===== config.mk =====
export PLATFORM = sky130hd
export DESIGN_NAME = lsu_mem_ctrl
export DESIGN_NICKNAME = d
export VERILOG_FILES = /design/src/rtl/lsu_pkg.sv /design/src/rtl/lsu_lane_align.sv /design/src/rtl/lsu_mem_ctrl.sv
export SDC_FILE = /design/constraint.sdc
export NUM_CORES = 1
export LEC_CHECK = 0
export BUFFER_PORTS_ARGS = -buffer_cell sky130_fd_sc_hd__buf_2
export CAP_MARGIN = 15
export CORE_MARGIN = 3
export CORE_UTILIZATION = 58
export CTS_CLUSTER_SIZE = 8
export DETAILED_ROUTE_END_ITERATION = 7
export HOLD_SLACK_MARGIN = 0.1
export PLACE_DENSITY = 0.86
export SYNTH_ARGS = -nofsm -noshare
export SYNTH_HDL_FRONTEND = slang
export SYNTH_SLANG_ARGS = --single-unit

===== constraint.sdc =====
create_clock -name clk -period 6.4 [get_ports clk]
set_clock_uncertainty 0.1 [all_clocks]
set_input_delay 1.92 -clock clk [delete_from_list [all_inputs] [get_ports clk]]
set_output_delay 1.92 -clock clk [all_outputs]
set_load 0.05 [all_outputs]

===== src/rtl/lsu_pkg.sv =====
// Shared size encodings, FSM state type and size helper for the load/store unit.
package lsu_pkg;

  localparam logic [2:0] SZ_B  = 3'd0;
  localparam logic [2:0] SZ_H  = 3'd1;
  localparam logic [2:0] SZ_W  = 3'd2;
  localparam logic [2:0] SZ_BU = 3'd4;
  localparam logic [2:0] SZ_HU = 3'd5;

  typedef enum logic [1:0] {
    IDLE   = 2'd0,
    ACCESS = 2'd1,
    WRITE  = 2'd2,
    DONE   = 2'd3
  } lsu_state_e;

  // Access width in bytes; 0 marks an illegal size code.
  function automatic logic [2:0] size_bytes(input logic [2:0] sz);
    case (sz)
      SZ_B, SZ_BU: size_bytes = 3'd1;
      SZ_H, SZ_HU: size_bytes = 3'd2;
      SZ_W:        size_bytes = 3'd4;
      default:     size_bytes = 3'd0;
    endcase
  endfunction

endpackage


===== src/rtl/lsu_lane_align.sv =====
// Combinational lane logic: load extract/extend and sub-word store merge
// against a little-endian memory word.
module lsu_lane_align
  import lsu_pkg::*;
(
  input  logic [2:0]  i_size,
  input  logic [1:0]  i_lane,
  input  logic [31:0] i_rdata,
  input  logic [31:0] i_wdata,
  output logic [31:0] o_load,
  output logic [31:0] o_merged
);

  logic [7:0]  w_byte;
  logic [15:0] w_half;

  always_comb begin
    w_byte = 8'h00;
    case (i_lane)
      2'd0: w_byte = i_rdata[7:0];
      2'd1: w_byte = i_rdata[15:8];
      2'd2: w_byte = i_rdata[23:16];
      2'd3: w_byte = i_rdata[31:24];
      default: w_byte = 8'h00;
    endcase
    w_half = i_lane[1] ? i_rdata[31:16] : i_rdata[15:0];

    o_load = 32'h0;
    case (i_size)
      SZ_B:    o_load = {{24{w_byte[7]}}, w_byte};
      SZ_BU:   o_load = {24'h0, w_byte};
      SZ_H:    o_load = {{16{w_half[15]}}, w_half};
      SZ_HU:   o_load = {16'h0, w_half};
      SZ_W:    o_load = i_rdata;
      default: o_load = 32'h0;
    endcase

    // Full-word sizes pass the store data straight through.
    o_merged = i_rdata;
    case (i_size)
      SZ_B, SZ_BU: o_merged[8*i_lane +: 8]      = i_wdata[7:0];
      SZ_H, SZ_HU: o_merged[16*i_lane[1] +: 16] = i_wdata[15:0];
      default:     o_merged = i_wdata;
    endcase
  end

endmodule


===== src/rtl/lsu_mem_ctrl.sv =====
// Load/store sequencer: validates requests, does read-modify-write for
// sub-word stores and returns extended load data with a one-cycle response.
module lsu_mem_ctrl
  import lsu_pkg::*;
#(
  parameter int MEM_BYTES = 1024,
  parameter int ADDR_W    = 32
) (
  input  logic              clk,
  input  logic              rst_n,
  input  logic              req_valid,
  output logic              req_ready,
  input  logic              req_we,
  input  logic [2:0]        req_size,
  input  logic [ADDR_W-1:0] req_addr,
  input  logic [31:0]       req_wdata,
  output logic              rsp_valid,
  output logic [31:0]       rsp_rdata,
  output logic              rsp_err,
  output logic              mem_we,
  output logic [ADDR_W-1:0] mem_addr,
  output logic [31:0]       mem_wdata,
  input  logic [31:0]       mem_rdata
);

  lsu_state_e        r_state;
  logic [ADDR_W-1:0] r_addr;
  logic [2:0]        r_size;
  logic              r_we;
  logic [31:0]       r_wdata;
  logic              r_mem_we;
  logic [31:0]       r_mem_wdata;
  logic              r_rsp_valid;
  logic [31:0]       r_rsp_rdata;
  logic              r_rsp_err;

  logic [2:0]        w_nbytes;
  logic [ADDR_W:0]   w_end;
  logic              w_misalign;
  logic              w_req_err;
  logic [31:0]       w_load;
  logic [31:0]       w_merged;

  assign w_nbytes   = size_bytes(req_size);
  assign w_end      = {1'b0, req_addr} + {{(ADDR_W-2){1'b0}}, w_nbytes};
  assign w_misalign = ((w_nbytes == 3'd2) && req_addr[0]) ||
                      ((w_nbytes == 3'd4) && (req_addr[1:0] != 2'b00));
  assign w_req_err  = (w_nbytes == 3'd0) || w_misalign ||
                      (w_end > (ADDR_W+1)'(MEM_BYTES));

  lsu_lane_align u_lane_align (
    .i_size   (r_size),
    .i_lane   (r_addr[1:0]),
    .i_rdata  (mem_rdata),
    .i_wdata  (r_wdata),
    .o_load   (w_load),
    .o_merged (w_merged)
  );

  assign req_ready = (r_state == IDLE);
  assign mem_addr  = ((r_state == ACCESS) || (r_state == WRITE)) ?
                     {r_addr[ADDR_W-1:2], 2'b00} : '0;
  assign mem_we    = r_mem_we;
  assign mem_wdata = r_mem_wdata;
  assign rsp_valid = r_rsp_valid;
  assign rsp_rdata = r_rsp_rdata;
  assign rsp_err   = r_rsp_err;

  always_ff @(posedge clk or negedge rst_n) begin
    if (!rst_n) begin
      r_state     <= IDLE;
      r_addr      <= '0;
      r_size      <= 3'd0;
      r_we        <= 1'b0;
      r_wdata     <= 32'h0;
      r_mem_we    <= 1'b0;
      r_mem_wdata <= 32'h0;
      r_rsp_valid <= 1'b0;
      r_rsp_rdata <= 32'h0;
      r_rsp_err   <= 1'b0;
    end else begin
      case (r_state)
        IDLE: begin
          r_mem_we    <= 1'b0;
          r_mem_wdata <= 32'h0;
          r_rsp_valid <= 1'b0;
          r_rsp_rdata <= 32'h0;
          r_rsp_err   <= 1'b0;
          if (req_valid) begin
            r_addr  <= req_addr;
            r_size  <= req_size;
            r_we    <= req_we;
            r_wdata <= req_wdata;
            if (w_req_err) begin
              r_state     <= DONE;
              r_rsp_valid <= 1'b1;
              r_rsp_err   <= 1'b1;
            end else begin
              r_state <= ACCESS;
              // Word stores write during ACCESS, so arm the strobe now.
              if (req_we && (req_size == SZ_W)) begin
                r_mem_we    <= 1'b1;
                r_mem_wdata <= req_wdata;
              end
            end
          end
        end
        ACCESS: begin
          if (r_we && (r_size != SZ_W)) begin
            r_state     <= WRITE;
            r_mem_we    <= 1'b1;
            r_mem_wdata <= w_merged;
          end else begin
            r_state     <= DONE;
            r_mem_we    <= 1'b0;
            r_mem_wdata <= 32'h0;
            r_rsp_valid <= 1'b1;
            r_rsp_rdata <= r_we ? 32'h0 : w_load;
          end
        end
        WRITE: begin
          r_state     <= DONE;
          r_mem_we    <= 1'b0;
          r_mem_wdata <= 32'h0;
          r_rsp_valid <= 1'b1;
        end
        DONE: begin
          r_state     <= IDLE;
          r_rsp_valid <= 1'b0;
          r_rsp_rdata <= 32'h0;
          r_rsp_err   <= 1'b0;
        end
        default: r_state <= IDLE;
      endcase
    end
  end

endmodule


==> results of run 1 <==
## final cells by class
| class | instances | area [sq um] | area share |
|---|---|---|---|
| multi-input combinational | 604 | 4200 | 0.433 |
| sequential | 137 | 3430 | 0.353 |
| timing repair buffer | 209 | 1080 | 0.112 |
| clock buffer | 21 | 480 | 0.0495 |
| tap | 176 | 220 | 0.0227 |
| clock inverter | 11 | 191 | 0.0197 |
| inverter | 25 | 93.8 | 0.00967 |
| antenna | 3 | 7.51 | 0.000774 |
## cells in the final DEF (no fill, tap or decap), drive strengths merged, types with 5 or more instances in the layout
cell type / instances
nor4: 22
nand4: 20
clkbuf: 21
a21oi: 50
dfrtp: 137
and2: 34
buf: 209
a21o: 11
a222oi: 8
nand3: 11
ha: 12
a2bb2oi: 9
a221oi: 39
nor3b: 5
xnor2: 6
o32ai: 8
inv: 25
bufinv: 5
o21ai: 73
and3: 5
and4: 7
a221o: 8
nor2: 28
nor3: 9
o22ai: 16
a22o: 7
mux2: 65
nand2: 97
nand2b: 6
## where the power goes
part | internal (mW) | switching [mW]
sequential | 1.19 | 0.275
combinational | 0.934 | 1.96
clock | 0.732 | 0.385
## sequential cells by signal, indices dropped and copies added (netlist names)
register   count
mem_wdata     32
rsp_err        1
r_addr        32
r_we           1
rsp_valid      1
mem_we         1
r_wdata       32
r_state        2
rsp_rdata     32
r_size         3
## worst max-delay path: cells and delay by family
| family | cells | cell delay (ns) |
|---|---|---|
| muxes | 1 | 0.34 |
| AOI/OAI and AO/OA | 5 | 1.14 |
| adders and majority gates | 1 | 0.49 |
| buffers and inverters | 1 | 0.13 |
| and+or+nand+nor | 3 | 1.13 |
## cells by family (layout without fill, tap and decap cells)
family,count (synthesis),after routing,synth area share
multiplexers,65,65,0.0920
other,1,5,0.000471
adder cells (fa/ha/maj),13,13,0.0214
flip-flops,137,137,0.431
buffers and inverters,82,266,0.0433
AND/OR/NAND/NOR,255,255,0.167
XOR/XNOR,7,7,0.00771
AO/OA/AOI/OAI,262,262,0.237
## worst max path at each step
stage,to,from,depth (start not counted),slack [ns]
finish,mem_wdata[15],req_size[1],11,1.46
global route,mem_wdata[15],req_size[1],11,1.24
CTS,mem_wdata[15],req_size[1],11,1.49
detailed placement,mem_wdata[15],req_size[1],13,1.15
global placement,mem_wdata[11],req_size[1],13,1.26
floorplan,rsp_err,req_size[1],13,1.91
## metrics by stage
step | total power [mW] | worst slack, ns | hold slack, ns | utilization | cell area (sq um)
after floorplan | 3.60 | 1.91 | 0.342 | - | 7960
after global placement | 4.22 | 1.26 | 0.356 | 0.674 | 9000
after detailed placement | 4.29 | 1.15 | 0.365 | 0.674 | 9000
after CTS | 5.42 | 1.49 | 0.378 | 0.725 | 9670
after global routing | 5.74 | 1.24 | 0.401 | 0.727 | 9700
final | 5.48 | 1.46 | 0.375 | 0.727 | 9700
## layer usage
| layer | up-vias | wire, um | GRT usage |
|---|---|---|---|
| li1 | 3455 | - | - |
| met1 | 3709 | 9420 | 0.431 |
| met2 | 543 | 11200 | 0.488 |
| met3 | 95 | 2960 | 0.0956 |
| met4 | 0 | 1060 | 0.154 |
| met5 | - | 0 | 0 |
==> flow_summary.toml, run 1 <==
[run_status]
status = "complete, but fails checks"
violations = "DRC"

[min_path]
min-delay-start = "rsp_rdata[19]"
whs_endpoint = "rsp_rdata[19]"
min_path_cells = 2
hold_path.class = "reg -> reg"

[sta]
worst_pin_slew_ns = 1.15
min_period_over_period = 0.772
min_period_ns = 4.94
tns_ns = 0
slew_headroom = 0.228
fmax_ghz = 0.202
final_hold_viol_count = 0
rsz0062_at_grt = "no"
drv_slew = 0
finalSetupViolCount = 0

[global_route]
grt_pass1_vias = 7340
antenna_found_initial = 3
grt_max_degree = 94
grt_pass1_wl_um = 38100
grt.total_usage = 0.324
overflow = 0

[floorplanning]
start_util = 0.596
die_width_um = 123
core_sq_um = 13300
die_y_um = 123
rows = 42
dieArea_sq_um = 15200
ios = 203

[place]
dpl.hpwl_um = 17400
gp_congestion = 0.938
port_buffers = 200
placed_cells = 1149

[worst_setup_path]
cp_data_arrival_time_ns = 5.18
worst-r2r-cell-count = 6
end_kind = "flop"
critPathKind = "in -> reg"
cp_max_fo = 25
cp_slowest_stage_delay_ns = 0.49
start_kind = "input pin"
ff2ff_setup_slack_ns = 2.78
crit_required_ns = 6.64
worstReg2RegEnd = "mem_wdata[18]"
crit_chain = "buf_2 -> nor3b_1 -> ha_1 -> a21oi_4 -> a21oi_1 -> mux2_1 -> o211a_1 -> a2111oi_2 -> and4_4 -> nand2_2 -> o211ai_1"
slowest_stage = "ha_1"
reg2reg_from = "r_state[0]"

[synthesis]
synth_cells = 822
async_flop_share = 1.00
synth-edff-count = 0
synth_top_area_frac = 0.431
ys_seq_elements = 137
synth_seq_area_share = 0.431
synth_commonest_cells = "dfrtp_1 (137), nand2_1 (95), mux2_2 (64), o21ai_0 (60), a21oi_1 (48)"
yosysWarnings = 0
ys_types = 75
yosys_most_used_dff = "dfrtp_1"
avgSynthCellArea_sq_um = 9.68
post-synth-top-area-cell = "dfrtp_1"
synth_area_sq_um = 7950
yosysMostFrequentCell = "dfrtp_1"
synth_area_leaders = "dfrtp_1 (43%), mux2_2 (9.1%), nand2_1 (4.5%), a221oi_1 (4.3%), o21ai_0 (3.8%)"

[final_layout]
fin_nets = 1110
drive_gt1_frac = 0.335
syn2layout_area_growth_pct = 22.0
fin_cells = 1186
fillers = 974

[clocking]
cts-resized-gates = 0
clk_pin_slew_ns = 0.06
htree_levels = 4
cts_buffers = 17
postCtsHoldBufs = 0
cts_setup_buffers = 0
cts.sinks = 137
clockBufferDepth = 2
ctsRootBufferMaster = "clkbuf_16"
insertion_delay_ns = 0.43
cts_tree = "yes"

[detailed_routing]
wl_um = 24600
dr_total_vias = 7802
drtIter0Drc = 791
routedWlPerCell_um = 20.8
drtPass1Iterations = 8
avgViaCountPerCell = 6.58
drcViolationCount = 1
ant_nets = 0

[pwr]
leakage_nw = 4.47
power_density_nw_per_um2 = 565
peakVddDrop_uv = 508

[job]
cap_viol_max_count = 0
No activity file was read; power rests on OpenSTA's default activity.
==> run 2, diff against run 1 <==
ABC_AREA = 1   (was not set)
CORE_UTILIZATION = 50   (was 58)
PLACE_DENSITY = 0.78   (was 0.86)
clock period = 4.1 ns   (was 6.4 ns; I/O delays follow)
==> flow_summary.toml, run 2 <==
[synthesis]
synth_area_sq_um = 8710
yosysWarnings = 0
synth_area_leaders = "dfrtp_1 (39%), nand2_1 (13%), inv_1 (8.2%), nor2_1 (4.5%), mux2_2 (4.0%)"
synth_top_area_frac = 0.394
ys_seq_elements = 137
avgSynthCellArea_sq_um = 7.28
yosys_most_used_dff = "dfrtp_1"
ys_types = 37
async_flop_share = 1.00
synth_cells = 1197
post-synth-top-area-cell = "dfrtp_1"
synth-edff-count = 0
synth_commonest_cells = "nand2_1 (305), inv_1 (190), dfrtp_1 (137), nor2_1 (105), a21oi_1 (68)"
yosysMostFrequentCell = "nand2_1"
synth_seq_area_share = 0.394

[floorplanning]
start_util = 0.518
rows = 47
ios = 203
die_width_um = 138
core_sq_um = 16800
dieArea_sq_um = 19000
die_y_um = 138

[worst_setup_path]
critPathKind = "in -> reg"
cp_max_fo = 33
end_kind = "flop"
crit_chain = "buf_2 -> nor2_1 -> ha_1 -> inv_1 -> fa_1 -> inv_1 -> nand3_1 -> nand2_2 -> nand2_4 -> nor2_4 -> nand2_1 -> nand2_1 -> nand3_1 -> nor3_1 -> nand2_1 -> nor2_4 -> buf_12 -> nand4_1 -> a21oi_1"
cp_slowest_stage_delay_ns = 0.39
slowest_stage = "fa_1"
path_common_cell = "nand2_1"
crit_required_ns = 4.35
ff2ff_setup_slack_ns = 1.19
cp_data_arrival_time_ns = 3.86
start_kind = "input pin"

[sta]
rsz0062_at_grt = "no"
min_period_ns = 3.61
min_period_over_period = 0.881
final_hold_viol_count = 0
fmax_ghz = 0.277
worst_pin_slew_ns = 1.08
slew_headroom = 0.280
tns_ns = 0
drv_slew = 0
setup_ws_ns = 0.487
hold_ws_ns = 0.391
finalSetupViolCount = 0

[global_route]
grt_pass1_vias = 8726
grt_pass1_wl_um = 45300
grt_max_degree = 69
gr-usage-met2 = 0.490
grt.total_usage = 0.303
overflow = 0
met1_usage = 0.394
grt.met3_usage = 0.0766
grt.busiest_layer = "met2"
antenna_found_initial = 2

[detailed_routing]
drtIter0Drc = 883
routedWlPerCell_um = 18.1
dr_total_vias = 9174
avgViaCountPerCell = 5.72
ant_nets = 0
wl_um = 29000
drcViolationCount = 0
drtPass1Iterations = 5

[place]
port_buffers = 200
pre_cts_ws_ns = 0.101
placed_cells = 1574
gp_congestion = 1.02
dpl.hpwl_um = 21700

[clocking]
htree_levels = 4
cts_setup_buffers = 0
insertion_delay_ns = 0.43
cts-resized-gates = 0
clockBufferDepth = 2
cts.sinks = 137
ctsRootBufferMaster = "clkbuf_16"
cts_tree = "yes"
cts_buffers = 17
postCtsHoldBufs = 0
clk_pin_slew_ns = 0.06

[final_layout]
layout_commonest_cell = "nand2_1"
most-common-layout-cells = "nand2_1 (304), buf_2 (199), inv_1 (190)"
fillers = 1528
multi_input_comb_area_sq_um = 4310
syn2layout_area_growth_pct = 21.0
num_antenna_cells = 0
fin_cells = 1605
layout.area.seq_sq_um = 3430
fin_nets = 1489
drive_gt1_frac = 0.218

[job]
cap_viol_max_count = 0

[min_path]
hold_path.class = "reg -> reg"

[pwr]
leakage_nw = 5.52
power_density_nw_per_um2 = 815
peakVddDrop_uv = 619

[run_status]
status = "complete, no violations"
[run 2: where the power goes]
| part | switching, mW | internal, mW |
|---|---|---|
| sequential | 0.350 | 1.84 |
| clock | 0.616 | 1.00 |
| combinational | 3.40 | 1.38 |
[run 2: cells by family after synthesis]
group,synth area share
adders and majority gates,0.0195
DFF,0.394
buffers and inverters,0.114
other,0.000430
muxes,0.0401
xor gates and xnor gates,0.00302
AOI/OAI and AO/OA,0.177
and+or+nand+nor,0.252
[run 2: final timing paths]
path,startpoint,endpoint,cells after the start
worst min-delay path,rsp_valid,rsp_valid,2
max in group asynchronous,rst_n,r_addr[7],2
worst min register to register,rsp_valid,rsp_valid,2
worst max register to register,r_size[0],rsp_rdata[27],9
min in group asynchronous,rst_n,rsp_rdata[25],1
worst max-delay path,req_size[1],mem_wdata[10],19
[run 2: worst max-delay path: cells and delay by family]
family,cells,cell delay (ns)
adders and majority gates,2,0.56
and+or+nand+nor,12,1.42
AOI/OAI and AO/OA,1,0.17
buffers and inverters,4,0.47
[run 2: final cells by class]
cell class | count | share of cell area
clock inverters | 11 | 0.0138
flip-flops and latches | 137 | 0.325
inverters | 193 | 0.0687
multi-input cells | 806 | 0.409
repair buffers | 218 | 0.113
well taps | 220 | 0.0261
clock buffers | 20 | 0.0443
[run 2: through the flow]
step,utilization,instance area [sq um],power (mW)
CTS,0.627,10500,8.54
floorplan,-,8710,5.61
finish,0.627,10500,8.59
detailed placement,0.590,9930,6.92
global route,0.627,10500,9.08
global placement,0.590,9930,6.84
[run 2: layer usage]
layer / vias up / routed length (um)
met5: - / 16
met4: 4 / 917
met3: 82 / 2830
met2: 489 / 13500
met1: 4277 / 11800
li1: 4322 / -
